==> src/rtl/ssd_scan_pkg.sv <==
// Shared definitions for the seven-segment scan readback logic.
// Holds the active-low segment patterns {g,f,e,d,c,b,a} for each hex digit
// and for an all-off digit, the scan FSM state type, and a helper that sizes
// the digit-index field from the number of anode lines.
package ssd_scan_pkg;

  localparam logic [6:0] SEG_0     = 7'h40;
  localparam logic [6:0] SEG_1     = 7'h79;
  localparam logic [6:0] SEG_2     = 7'h24;
  localparam logic [6:0] SEG_3     = 7'h30;
  localparam logic [6:0] SEG_4     = 7'h19;
  localparam logic [6:0] SEG_5     = 7'h12;
  localparam logic [6:0] SEG_6     = 7'h02;
  localparam logic [6:0] SEG_7     = 7'h78;
  localparam logic [6:0] SEG_8     = 7'h00;
  localparam logic [6:0] SEG_9     = 7'h10;
  localparam logic [6:0] SEG_A     = 7'h08;
  localparam logic [6:0] SEG_B     = 7'h03;
  localparam logic [6:0] SEG_C     = 7'h46;
  localparam logic [6:0] SEG_D     = 7'h21;
  localparam logic [6:0] SEG_E     = 7'h06;
  localparam logic [6:0] SEG_F     = 7'h0E;
  localparam logic [6:0] SEG_BLANK = 7'h7F;

  typedef enum logic [1:0] {
    S_IDLE     = 2'd0,
    S_SETTLE   = 2'd1,
    S_CAPTURED = 2'd2
  } scan_state_t;

  // Width of a digit index; never narrower than one bit.
  function automatic int idx_width(input int digits);
    return (digits > 1) ? $clog2(digits) : 1;
  endfunction

endpackage

==> src/rtl/ssd_scan_decoder_decode.sv <==
// ssd_pattern_decode: combinational seven-segment pattern decoder.
// Ports:
//   seg      - active-low cathodes {g,f,e,d,c,b,a}
//   nibble   - decoded hex value (0 when not a hex pattern)
//   is_blank - pattern is all segments off
//   is_legal - pattern is one of the sixteen hex glyphs
module ssd_pattern_decode
  import ssd_scan_pkg::*;
(
  input  logic [6:0] seg,
  output logic [3:0] nibble,
  output logic       is_blank,
  output logic       is_legal
);

  always_comb begin
    nibble   = '0;
    is_blank = 1'b0;
    is_legal = 1'b1;
    case (seg)
      SEG_0:     nibble = 4'h0;
      SEG_1:     nibble = 4'h1;
      SEG_2:     nibble = 4'h2;
      SEG_3:     nibble = 4'h3;
      SEG_4:     nibble = 4'h4;
      SEG_5:     nibble = 4'h5;
      SEG_6:     nibble = 4'h6;
      SEG_7:     nibble = 4'h7;
      SEG_8:     nibble = 4'h8;
      SEG_9:     nibble = 4'h9;
      SEG_A:     nibble = 4'hA;
      SEG_B:     nibble = 4'hB;
      SEG_C:     nibble = 4'hC;
      SEG_D:     nibble = 4'hD;
      SEG_E:     nibble = 4'hE;
      SEG_F:     nibble = 4'hF;
      SEG_BLANK: begin
        is_blank = 1'b1;
        is_legal = 1'b0;
      end
      default:   is_legal = 1'b0;
    endcase
  end

endmodule

==> src/rtl/ssd_scan_decoder.sv <==
// ssd_scan_decoder: readback monitor for a multiplexed seven-segment display.
// Deglitches each anode dwell, decodes the segment pattern of the lit digit
// and publishes one complete frame of digits each time the scan wraps.
// Ports:
//   ssd_scan_decoder_clk        - system clock
//   ssd_scan_decoder_rst        - asynchronous reset, active-low
//   ssd_scan_decoder_seg        - active-low cathodes {g,f,e,d,c,b,a}
//   ssd_scan_decoder_an         - active-low anode selects, one-cold when lit
//   ssd_scan_decoder_value      - published nibbles, digit i at [4i+3:4i]
//   ssd_scan_decoder_valid      - digit captured a hex pattern last frame
//   ssd_scan_decoder_blank      - digit captured all-off last frame
//   ssd_scan_decoder_frame_done - one-cycle pulse per published frame
//   ssd_scan_decoder_error      - sticky: illegal pattern or multi-cold anode
module ssd_scan_decoder
  import ssd_scan_pkg::*;
#(
  parameter int DIGITS        = 8,
  parameter int STABLE_CYCLES = 4
) (
  input  logic                ssd_scan_decoder_clk,
  input  logic                ssd_scan_decoder_rst,
  input  logic [6:0]          ssd_scan_decoder_seg,
  input  logic [DIGITS-1:0]   ssd_scan_decoder_an,
  output logic [4*DIGITS-1:0] ssd_scan_decoder_value,
  output logic [DIGITS-1:0]   ssd_scan_decoder_valid,
  output logic [DIGITS-1:0]   ssd_scan_decoder_blank,
  output logic                ssd_scan_decoder_frame_done,
  output logic                ssd_scan_decoder_error
);

  localparam int         IW          = idx_width(DIGITS);
  localparam logic [3:0] CNT_CAPTURE = 4'(STABLE_CYCLES);

  logic [6:0]          seg_q;
  logic [DIGITS-1:0]   an_q;
  scan_state_t         state_q, state_d;
  logic [3:0]          cnt_q, cnt_d;
  logic                capture;
  logic                fsm_err;

  logic [DIGITS-1:0]   lit;
  logic                pair_same;
  logic                lit_one;
  logic                lit_multi;
  logic [IW-1:0]       idx;

  logic [3:0]          dec_nibble;
  logic                dec_blank;
  logic                dec_legal;

  logic [4*DIGITS-1:0] shadow_q, shadow_d;
  logic [DIGITS-1:0]   seen_q, seen_d;
  logic [DIGITS-1:0]   bmask_q, bmask_d;
  logic                publish;
  logic                cap_err;

  // Decisions are taken on the sample being registered at this edge, compared
  // against the pair registered at the previous edge. That makes the first
  // edge of a new pair count 1, so capture lands STABLE_CYCLES-1 edges later.
  assign lit       = ~ssd_scan_decoder_an;
  assign pair_same = (ssd_scan_decoder_seg == seg_q) && (ssd_scan_decoder_an == an_q);
  assign lit_multi = (lit & (lit - DIGITS'(1))) != '0;
  assign lit_one   = (lit != '0) && !lit_multi;

  always_ff @(posedge ssd_scan_decoder_clk or negedge ssd_scan_decoder_rst) begin
    if (!ssd_scan_decoder_rst) begin
      seg_q   <= '0;
      an_q    <= '0;
      state_q <= S_IDLE;
      cnt_q   <= '0;
    end else begin
      seg_q   <= ssd_scan_decoder_seg;
      an_q    <= ssd_scan_decoder_an;
      state_q <= state_d;
      cnt_q   <= cnt_d;
    end
  end

  always_comb begin
    state_d = state_q;
    cnt_d   = cnt_q;
    capture = 1'b0;
    fsm_err = 1'b0;
    case (state_q)
      S_IDLE: begin
        if (lit_one) begin
          state_d = S_SETTLE;
          cnt_d   = 4'd1;
        end else if (lit_multi) begin
          fsm_err = 1'b1;
        end
      end
      S_SETTLE, S_CAPTURED: begin
        if (!pair_same) begin
          if (lit_one) begin
            state_d = S_SETTLE;
            cnt_d   = 4'd1;
          end else begin
            state_d = S_IDLE;
            cnt_d   = '0;
            fsm_err = lit_multi;
          end
        end else if (state_q == S_SETTLE) begin
          cnt_d = cnt_q + 4'd1;
          if (cnt_d == CNT_CAPTURE) begin
            capture = 1'b1;
            state_d = S_CAPTURED;
          end
        end
      end
      default: begin
        state_d = S_IDLE;
        cnt_d   = '0;
      end
    endcase
  end

  // At capture the live pair equals the registered pair, so the registered
  // copy is used for the digit index and the pattern.
  always_comb begin
    idx = '0;
    for (int unsigned i = 0; i < DIGITS; i++) begin
      if (!an_q[i]) idx = IW'(i);
    end
  end

  ssd_pattern_decode u_decode (
    .seg      (seg_q),
    .nibble   (dec_nibble),
    .is_blank (dec_blank),
    .is_legal (dec_legal)
  );

  // A capture of a digit already seen closes the frame before being recorded
  // as the first digit of the next one.
  always_comb begin
    shadow_d = shadow_q;
    seen_d   = seen_q;
    bmask_d  = bmask_q;
    publish  = 1'b0;
    cap_err  = 1'b0;
    if (capture) begin
      if (seen_q[idx]) begin
        publish  = 1'b1;
        shadow_d = '0;
        seen_d   = '0;
        bmask_d  = '0;
      end
      if (dec_legal) begin
        shadow_d[4*idx +: 4] = dec_nibble;
        seen_d[idx]          = 1'b1;
        bmask_d[idx]         = 1'b0;
      end else if (dec_blank) begin
        shadow_d[4*idx +: 4] = 4'h0;
        seen_d[idx]          = 1'b1;
        bmask_d[idx]         = 1'b1;
      end else begin
        cap_err = 1'b1;
      end
    end
  end

  always_ff @(posedge ssd_scan_decoder_clk or negedge ssd_scan_decoder_rst) begin
    if (!ssd_scan_decoder_rst) begin
      shadow_q                    <= '0;
      seen_q                      <= '0;
      bmask_q                     <= '0;
      ssd_scan_decoder_value      <= '0;
      ssd_scan_decoder_valid      <= '0;
      ssd_scan_decoder_blank      <= '0;
      ssd_scan_decoder_frame_done <= 1'b0;
      ssd_scan_decoder_error      <= 1'b0;
    end else begin
      shadow_q                    <= shadow_d;
      seen_q                      <= seen_d;
      bmask_q                     <= bmask_d;
      ssd_scan_decoder_frame_done <= publish;
      if (publish) begin
        ssd_scan_decoder_value <= shadow_q;
        ssd_scan_decoder_valid <= seen_q & ~bmask_q;
        ssd_scan_decoder_blank <= seen_q & bmask_q;
      end
      if (fsm_err || cap_err) ssd_scan_decoder_error <= 1'b1;
    end
  end

endmodule

==> config.mk <==
export PLATFORM = sky130hd
export DESIGN_NAME = ssd_scan_decoder
export DESIGN_NICKNAME = d
export VERILOG_FILES = /design/src/rtl/ssd_scan_pkg.sv /design/src/rtl/ssd_scan_decoder_decode.sv /design/src/rtl/ssd_scan_decoder.sv
export SDC_FILE = /design/constraint.sdc
export NUM_CORES = 1
export LEC_CHECK = 0
export ABC_AREA = 1
export BUFFER_PORTS_ARGS = -buffer_cell sky130_fd_sc_hd__clkbuf_2
export CAP_MARGIN = 25
export CORE_MARGIN = 4
export CORE_UTILIZATION = 63
export DETAILED_ROUTE_END_ITERATION = 8
export PLACE_DENSITY_LB_ADDON = 0.08
export SETUP_SLACK_MARGIN = 0.1
export SLEW_MARGIN = 20
export SYNTH_ARGS = -nofsm -noshare
export SYNTH_HDL_FRONTEND = slang
export SYNTH_HIERARCHICAL = 1
export SYNTH_SLANG_ARGS = --single-unit
==> constraint.sdc <==
create_clock -name ssd_scan_decoder_clk -period 5.95 [get_ports ssd_scan_decoder_clk]
set_input_delay 0.8925 -clock ssd_scan_decoder_clk [delete_from_list [all_inputs] [get_ports ssd_scan_decoder_clk]]
set_output_delay 0.8925 -clock ssd_scan_decoder_clk [all_outputs]
set_load 0.01 [all_outputs]
==> Implementation_results.wiki <==
{| class="wikitable"
! Metric !! Value
|-
| Run status || completed
|-
| Number of maximum-capacitance violations || 0
|-
| TritonCTS clock tree || done
|-
| Top routing layer in use || met4
|-
| Final WS setup || 2.69 ns
|-
| Syn Area/Cell || 7.87 um2
|-
| Global-route wire length before repair || 23100 um
|-
| Number of endpoints with negative hold slack in the final report || 0
|-
| Detail Route met3 WL || 875 um
|-
| P_int || 0.00150 W
|-
| Resized cells post-CTS || 0
|-
| Crit path from || seg_q[2]$_DFF_PN0_
|-
| H-tree level count || 4
|-
| Number of antenna violations at the first check in global routing || 0
|-
| Relative max-transition margin || 39.5%
|-
| Area growth, synth to finish || 16.1%
|-
| Static power due to leakage || 3.79 nW
|-
| Final setup violation count || 0
|-
| 1st-pass router iterations || 5
|-
| Peak supply drop || 227 uV
|-
| Worst clock skew on the final layout || 0.00859 ns
|-
| Detailed Place HPWL || 9450 um
|-
| WL met1 || 5940 um
|-
| Class of the most critical setup path || reg2reg
|-
| Sinks on Clock Net || 119
|-
| Number of clock buffers inserted by TritonCTS || 17
|-
| Maximum achievable frequency || 307 MHz
|-
| Post-route ant nets || 0
|-
| Total vias in the final route || 5251
|-
| ANT cells || 0
|-
| Comb pwr share || 7.8%
|-
| Die footprint || 11200 um2
|-
| Sequential Power Share || 42.3%
|-
| Category of the worst setup path capture point || flip-flop
|-
| Switching power || 0.000487 W
|-
| Worst EP required || 6.40 ns
|-
| Overflow after GRT || 0
|-
| Total global routing track utilization || 25.4%
|-
| Final #Nets || 862
|-
| Hold Path Class || in2async
|-
| Hold buffer count at cts || 0
|-
| Fraction of final layout cells with drive strength greater than 1 || 16.7%
|-
| Via count of the first global-routing pass || 5023
|-
| Tmin final || 3.26 ns
|-
| Count of filler cells inserted in the layout || 747
|-
| Row Count || 35
|-
| Pre-CTS setup slack || 2.32 ns
|-
| Maximum number of pins on one net before global-route repair || 66
|-
| Final standard cell utilization of the core || 75.1%
|-
| Clock Latency Late Sink || 0.51 ns
|-
| Number of nets in the synthesized netlist || 792
|-
| Number of library cell types mapped by synthesis || 34
|-
| Arrival time at the worst endpoint || 3.71 ns
|-
| Iter 0 DRT Violations || 456
|-
| Critical Path Fanout Max || 23
|-
| Total number of yosys warnings || 6
|-
| Post-synthesis instance area || 6010 um2
|-
| Vias per Instance || 5.39
|-
| Crit path launch type || flip-flop
|-
| Setup repair after global routing missed its margin || no
|-
| Cell chosen for the clock root || clkbuf_8
|-
| Total negative slack for setup checks || 0 ns
|-
| DRC || 0
|-
| Die Span Y || 106 um
|-
| Reg2Reg Depth || 14
|-
| Fin crit share || 54.7%
|-
| Flip-flop and latch count after synthesis || 119
|-
| Overall die width || 106 um
|-
| Wire length after detailed routing || 13300 um
|-
| Number of buffers inserted to repair setup after CTS || 0
|-
| Sw Ratio || 24.5%
|-
| Portion of the post-synthesis area used by sequential elements || 49.5%
|-
| Leading cell type in the layout, fill and taps excluded || nand2_1
|-
| Top-Level Pins || 67
|-
| GPL Wtd Cong || 0.952
|-
| DR WL met2 || 6250 um
|-
| Core box area || 9280 um2
|-
| Power per Cell Area || 285 nW/um2
|-
| Clock power share || 50.0%
|-
| Setup slack on the worst flop-to-flop path || 2.69 ns
|-
| Final Max Tran Viols || 0
|-
| Number of input and output port buffers inserted || 66
|-
| Beginning of the worst register-to-register path || seg_q[2]$_DFF_PN0_
|-
| Cell count after synthesis || 764
|-
| Maximum buffer depth of the clock tree || 2
|-
| Slew at the pin with the worst max-slew slack || 0.905 ns
|-
| Worst reg2reg path endpoint || shadow_q[21]$_DFFE_PN0P_
|-
| Commonest cells after routing, fill and taps aside || nand2_1 (297), dfrtp_1 (119), inv_1 (76)
|-
| Initial Util || 64.7%
|-
| Clock transition time at the flip-flop clock pins of the worst setup and hold paths || 0.06 ns
|-
| WL per Instance || 13.7 um
|}
[layout make-up]
type	count	area [um2]	area share [%]
flip-flops and latches	119	2980	42.7
multi-input cells	542	2580	37.0
clock buffers	17	414	5.94
repair buffers	71	374	5.36
inverters	83	312	4.47
well taps	129	161	2.31
clock inverters	13	158	2.26
[per-layer routing]
| metal | GRT usage [%] | up-vias |
|---|---|---|
| met4 | 8.51 | 0 |
| met2 | 40.8 | 203 |
| met5 | 0 | - |
| met1 | 34.7 | 2466 |
| li1 | - | 2552 |
| met3 | 5.27 | 30 |
[worst max-delay path, cell delays in order, from the launching register on]
cell	delay [ns]
dfrtp_1	0.48
inv_2	0.10
nand2_4	0.10
nor2_1	0.07
nand2_1	0.07
nand2_1	0.07
nor2_1	0.16
nand3_1	0.67
nor2_1	0.59
inv_1	0.10
nand2_1	0.32
nor2_1	0.09
nor2_1	0.21
nand2_1	0.09
nand2_1	0.07
[worst max-delay path by stage]
stage,end,depth (start not counted)
finish,shadow_q[21]$_DFFE_PN0P_,14
global route,shadow_q[23]$_DFFE_PN0P_,14
CTS,shadow_q[21]$_DFFE_PN0P_,14
detailed placement,seen_q[7]$_DFFE_PN0P_,10
global placement,seen_q[7]$_DFFE_PN0P_,10
floorplan,shadow_q[2]$_DFFE_PN0P_,11
[state kept, by name, summed over array words and instances (netlist names)]
| name | flops |
|---|---|
| shadow_q | 32 |
| ssd_scan_decoder_value | 32 |
| an_q | 8 |
| bmask_q | 8 |
| seen_q | 8 |
| ssd_scan_decoder_blank | 8 |
| ssd_scan_decoder_valid | 8 |
| seg_q | 7 |
| cnt_q | 4 |
| state_q | 2 |
| ssd_scan_decoder_error | 1 |
| ssd_scan_decoder_frame_done | 1 |
[power by group through the flow]
| stage | logic (W) | registers [W] | clock network, W |
|---|---|---|---|
| detailed placement | 0.000154 | 0.000853 | 0 |
| global route | 0.000175 | 0.000841 | 0.00105 |
| CTS | 0.000155 | 0.000839 | 0.00100 |
| finish | 0.000155 | 0.000840 | 0.000992 |
| floorplan | 0.000107 | 0.000848 | 0 |
| global placement | 0.000147 | 0.000851 | 0 |
[cells in the mapped netlist]
cell      number  area share [%]
a21o_1         1            0.12
a21oi_1       16             1.3
a21oi_2        6            0.87
and2_1         1            0.10
buf_2          4            0.33
buf_4          5            0.62
buf_6          6             1.1
clkbuf_1       5            0.31
dfrtp_1      119              50
ha_1          11             2.3
inv_1         76             4.7
inv_2          7            0.44
mux2i_1        1            0.17
nand2_1      297              19
nand2_2        8            0.83
nand2_4        2            0.37
nand3_1       47             3.9
nand3_2        1            0.17
nand3b_1       1            0.12
nand4_1       13             1.4
nor2_1        46             2.9
nor2_2         8            0.83
nor2_4         4            0.75
nor3_1        10            0.83
nor3_2         1            0.17
nor3_4         1            0.27
o21a_1         1            0.12
o21ai_0       14             1.2
o21ai_1       22             1.8
o22ai_1       10             1.0
o31ai_1        4            0.50
or2_2          1            0.10
xnor2_1       13             1.9
xor2_1         2            0.29
[logic make-up after synthesis]
logic type,count (synthesis),share of synthesized area (%)
adders and majority gates,11,2.29
DFF,119,49.5
buffers and inverters,103,7.58
AOI/OAI and AO/OA,74,6.99
and+or+nand+nor,441,31.2
muxes,1,0.167
xor gates and xnor gates,15,2.19
[metrics by stage]
| step | area (um2) | std cells | hold WS (ns) | total power, W |
|---|---|---|---|---|
| final | 6980 | 974 | 0.410 | 0.00199 |
| after global routing | 6980 | 974 | 0.467 | 0.00207 |
| after CTS | 6970 | 973 | 0.432 | 0.00200 |
| after detailed placement | 6390 | 943 | 0.446 | 0.00101 |
| after global placement | 6390 | 943 | 0.441 | 0.000998 |
| after floorplan | 6010 | 764 | 0.431 | 0.000955 |
(Power assumes the default switching activity.)
